===== config.mk =====
export PLATFORM = sky130hd
export DESIGN_NAME = ram8
export DESIGN_NICKNAME = d
export VERILOG_FILES = /design/src/rtl/ram8.sv
export SDC_FILE = /design/constraint.sdc
export NUM_CORES = 1
export LEC_CHECK = 0
export CAP_MARGIN = 10
export CORE_UTILIZATION = 57
export CTS_CLUSTER_SIZE = 14
export DETAILED_ROUTE_END_ITERATION = 8
export DONT_BUFFER_PORTS = 1
export MAX_ROUTING_LAYER = met4
export PLACE_DENSITY = 0.76
export SETUP_SLACK_MARGIN = 0.02
export SLEW_MARGIN = 40
export SYNTH_ARGS = -nofsm -noshare
export SYNTH_HDL_FRONTEND = slang
export SYNTH_SLANG_ARGS = --single-unit
export TNS_END_PERCENT = 50

===== constraint.sdc =====
create_clock -name i_clk -period 1.4 [get_ports i_clk]
set_input_delay 0 -clock i_clk [delete_from_list [all_inputs] [get_ports i_clk]]
set_output_delay 0 -clock i_clk [all_outputs]
set_load 0.02 [all_outputs]

===== src/rtl/ram8.sv =====
// Eight-word register file: load is demuxed by address to one word register,
// and the read port is an 8-way combinational mux with no write-through bypass.
module ram8 #(
  parameter int WIDTH = 16
) (
  input  logic             i_clk,
  input  logic             i_reset,
  input  logic [WIDTH-1:0] i_in,
  input  logic             i_load,
  input  logic [2:0]       i_address,
  output logic [WIDTH-1:0] o_out
);

  logic [7:0]       w_load;
  logic [WIDTH-1:0] r_word [8];

  // 1-to-8 demux of load into per-word write enables
  always_comb begin
    w_load = 8'b0000_0000;
    if (i_load) begin
      case (i_address)
        3'd0:    w_load = 8'b0000_0001;
        3'd1:    w_load = 8'b0000_0010;
        3'd2:    w_load = 8'b0000_0100;
        3'd3:    w_load = 8'b0000_1000;
        3'd4:    w_load = 8'b0001_0000;
        3'd5:    w_load = 8'b0010_0000;
        3'd6:    w_load = 8'b0100_0000;
        3'd7:    w_load = 8'b1000_0000;
        default: w_load = 8'b0000_0000;
      endcase
    end else begin
      w_load = 8'b0000_0000;
    end
  end

  // Word storage; reset wins over any write in the same cycle
  always_ff @(posedge i_clk) begin
    for (int k = 0; k < 8; k++) begin
      if (i_reset) begin
        r_word[k] <= '0;
      end else if (w_load[k]) begin
        r_word[k] <= i_in;
      end else begin
        r_word[k] <= r_word[k];
      end
    end
  end

  // 8-way read mux, combinational from address and current contents
  always_comb begin
    o_out = '0;
    case (i_address)
      3'd0:    o_out = r_word[0];
      3'd1:    o_out = r_word[1];
      3'd2:    o_out = r_word[2];
      3'd3:    o_out = r_word[3];
      3'd4:    o_out = r_word[4];
      3'd5:    o_out = r_word[5];
      3'd6:    o_out = r_word[6];
      3'd7:    o_out = r_word[7];
      default: o_out = '0;
    endcase
  end

endmodule


# ---- Yosys cells after proc, flatten, opt, wreduce, memory -nomap -nowiden
# Memory sizes are Yosys's and may differ from the RTL's.
# Index checks and enable logic that the tools add are counted.
dict set report totals {
  memories 2
  regBits 0
  in_bits 22
  rom_bits 64
  ramBits 128
  word_cells 94
}
dict set report op_classes {
  n_reduce_logical 1
  n_eq_ne 7
  n_mux 68
  bitwise 16
}
# name words width rd rd_clocked_by_memory_dff write_ports line
set mem_list {}
lappend mem_list {r_word 8 16 8 0 8 15} ;# logic [WIDTH-1:0] r_word [8];
lappend mem_list {{(no name shown)} 8 8 1 0 0 21} ;# case (i_address)
# op count
set ops {}
lappend ops {{16-bit two-way mux} 16}
lappend ops {{16-bit one-hot mux with 8 select lines} 1}
lappend ops {{1-bit two-way mux} 50}
lappend ops {{1-bit bitwise OR} 16}
lappend ops {{3-bit equality test, second input constant} 4}
lappend ops {{8-bit two-way mux} 1}
lappend ops {{3-bit by 2-bit equality test with 1-bit output, second input constant} 2}
lappend ops {{3-bit by 1-bit equality test with 1-bit output, second input constant} 1}
lappend ops {{3-bit zero test} 1}

# ---- Longest topological paths before layout
# An unclocked memory read counts as a cell.
dict set report depth {
  ltp_word 7
  depth_mapped 6
}

# ---- Least setup slack after synthesis
# No wires, ideal clock.
dict set report synth_path {
  kind {input-to-reg}
  start {input i_address[2]}
  end {memory r_word[0][0], enable pin}
  n_path_buf 2
  arrival_ns 1.011
  cell_stages 5
  setup_ns 0.375
  slack_ns 0.014
  t_required_ns 1.025
  cell_sequence {buf_2 > buf_6 > nor2_1 > nand2_1 > nand2b_1}
}
# element line
set synth_lines {}
lappend synth_lines {{from (decl)} 10} ;# input logic [2:0] i_address,
lappend synth_lines {{to (decl)} 15}

==> impl_metrics.ini <==
[clock_tree]
post-cts-setup-buffers = 0
root_buffer = clkbuf_8
clkTransAtPathRegs_ns = 0.06
cts_buffers = 17
cts_max_level = 4
cts_tree = yes
clock_sinks = 128
cts_max_path_buffers = 2

[route]
drtAntennaViolNets = 0
num_vias = 3819
routed_wl_um = 13600
dr.first_iter.drc_count = 383
via_per_inst = 6.00
drcViolationCount = 0
firstDrtPassIters = 5
routedWlPerCell_um = 21.4

[synth]
synth_edf_count = 128
synth_warnings = 0
seq_area_frac_synth_pct = 66.8
syn-cell-area_um2 = 5750
postSynthCellCount = 462
ys_ff_latch = 128
synthArstFlopShare_pct = 0
synth_area_leaders = edfxtp_1 67%, nor2_1 8.5%, mux2i_1 7.3%, nand2b_1 2.7%, o22a_1 2.0%
synth_ff_type = edfxtp_1
synth_cell_types = 33
synth_area_leader_cell = edfxtp_1
avgSynthCellArea_um2 = 12.4
syn-num-nets = 484
netlist.area_leader.share_pct = 66.8

[placement]
dp_hpwl_um = 7850
place_inst = 580
numPortBuffers = 0
gp_congestion = 0.790
place_area_um2 = 5910

[floorplan]
die_area_um2 = 10500
fp.dieH_um = 102
std_cell_rows = 36
start_util_pct = 58.8
coreArea_um2 = 9770
ios = 38
fp.dieW_um = 102

[worst_setup_path]
max_stage_delay_ns = 0.38
cp_max_fo = 1
cpLargestDelayFamily = compound AO/OA/AOI/OAI gates
slowest_stage = edfxtp_1
cp_cell_sequence = mux2_4, nand2_2, a21oi_2, o32a_1
criticalPathCategory = reg2out
start_kind = flip-flop
cp.required_ns = 1.40
endpoint_kind = output pin
cp.arrival_ns = 1.65
crit_buf_inv = 0

[sta]
slew_violations = 0
finalCritPeriodShare_pct = 118
rsz0062_at_grt = true
worst_slack_ns = -0.249
fmax_ghz = 0.606
period_minus_slack_ns = 1.65
finalHoldViolations = 0
worst_pin_slew_ns = 0.724
setup_viol = 13
slew_headroom_pct = 51.6

[final_layout]
fillers = 687
final_area_um2 = 6790
n_antenna_cell = 0
area_delta_synth_final_pct = 18.0
reg_top3 = r_word (128)
finalNetCount = 512
final_cells = 636
drive_gt1_share_pct = 17.7
regMostFlops = r_word
largest_reg_flops = 128
seqCellArea_um2 = 3840
multi_input_area_um2 = 1700

[power]
power.density_nw_per_um2 = 1390
peakVddDrop_v = 0.000886
leakage_nw = 2.50

[worst_hold_path]
hp-class = in2reg

[flow_run]
cap_violations = 0

[global_routing]
grt_max_degree = 53
grt_usage_pct = 29.3
grt_pass1_wl_um = 20700
antenna_found_initial = 0
grt_pass1_vias = 3769
overflow = 0

[status]
status = finished, violations left
violations = negative setup slack
## cells in the mapped netlist, types with 2 or more instances
cell type and n:
nor2_1 130, edfxtp_1 128, mux2i_1 42, nand2b_1 25
clkbuf_1 20, inv_1 18, o22ai_1 16, a211oi_1 14
o22a_1 13, buf_2 12, nand2_1 6, buf_4 5
nor2b_1 5, buf_6 4, a21oi_1 3, nand3_2 3
mux2_2 2
## cells by family (layout without fill, tap and decap cells)
group                  Yosys count  in the layout  synth area share [%]
AND/OR/NAND/NOR                177            177                  13.7
flip-flops                     128            128                  66.8
buffers and inverters           61            102                  5.09
AO/OA/AOI/OAI                   52             52                  6.64
multiplexers                    44             44                  7.70
## cell usage in the layout (no fill, tap or decap), types with 2 or more instances in the layout
| master | netlist | final |
|---|---|---|
| inv_1 | 18 | 18 |
| clkinvlp_4 | 0 | 4 |
| buf_4 | 5 | 25 |
| a211oi_1 | 14 | 7 |
| edfxtp_1 | 128 | 128 |
| mux2i_1 | 42 | 41 |
| clkinv_1 | 0 | 5 |
| o22ai_1 | 16 | 15 |
| nand2_1 | 6 | 5 |
| o22a_2 | 0 | 13 |
| nand2b_1 | 25 | 24 |
| a21oi_2 | 0 | 2 |
| nand2_2 | 1 | 2 |
| nor2_1 | 130 | 130 |
| a211oi_2 | 0 | 7 |
| mux2_4 | 0 | 2 |
| bufinv_16 | 0 | 2 |
| clkinv_2 | 0 | 3 |
| clkbuf_16 | 0 | 16 |
| dlygate4sd3_1 | 0 | 23 |
| nor2b_1 | 5 | 4 |
| nand3_2 | 3 | 3 |
## report_power, final
| group | total (mW) | switching, mW | leakage (nW) | internal [mW] |
|---|---|---|---|---|
| sequential | 4.56 | 0.0723 | 1.24 | 4.49 |
| combinational | 0.820 | 0.495 | 1.01 | 0.325 |
| clock | 4.04 | 1.56 | 0.254 | 2.48 |
## layout make-up
class	count	share of cell area (%)
tap	133	2.45
multi-input combinational	273	25.1
clock buffer	18	6.16
clock inverter	14	1.82
timing repair buffer	51	6.80
inverter	19	1.05
sequential	128	56.6
## final timing paths
path                           from            end  cells after the start
worst min-delay path   i_address[1]  r_word[1][11]                      3
worst max-delay path  r_word[1][52]       o_out[4]                      4
## routing by layer
metal	vias to the layer above	wire, um	track usage (%)
li1	1691	-	-
met3	29	1410	6.77
met4	0	339	13.8
met5	-	0	-
met1	1873	5240	37.2
met2	226	6640	44.6
## through the flow
stage / total power [mW] / hold slack (ns) / util, % / setup WS (ns) / TNS (ns)
2_1_floorplan: 5.19 / 0.332 / - / 0.0290 / 0
3_3_place_gp: 5.31 / 0.272 / 60.5 / 0.247 / 0
3_5_place_dp: 5.35 / 0.268 / 60.5 / 0.224 / 0
4_1_cts: 9.42 / 0.0259 / 69.0 / -0.264 / -2.21
5_1_grt: 9.67 / 0.0504 / 69.4 / -0.290 / -1.82
6_report: 9.43 / 0.0375 / 69.4 / -0.249 / -0.903
## what timing repair did
action / CTS / global route
pin swaps: 26 / 16
resized for setup: 20 / 11
endpoints found under the setup margin: 16 / 46
hold endpoints to repair: 221 / 0
hold buffers: 24 / 0
(Power assumes the default switching activity.)
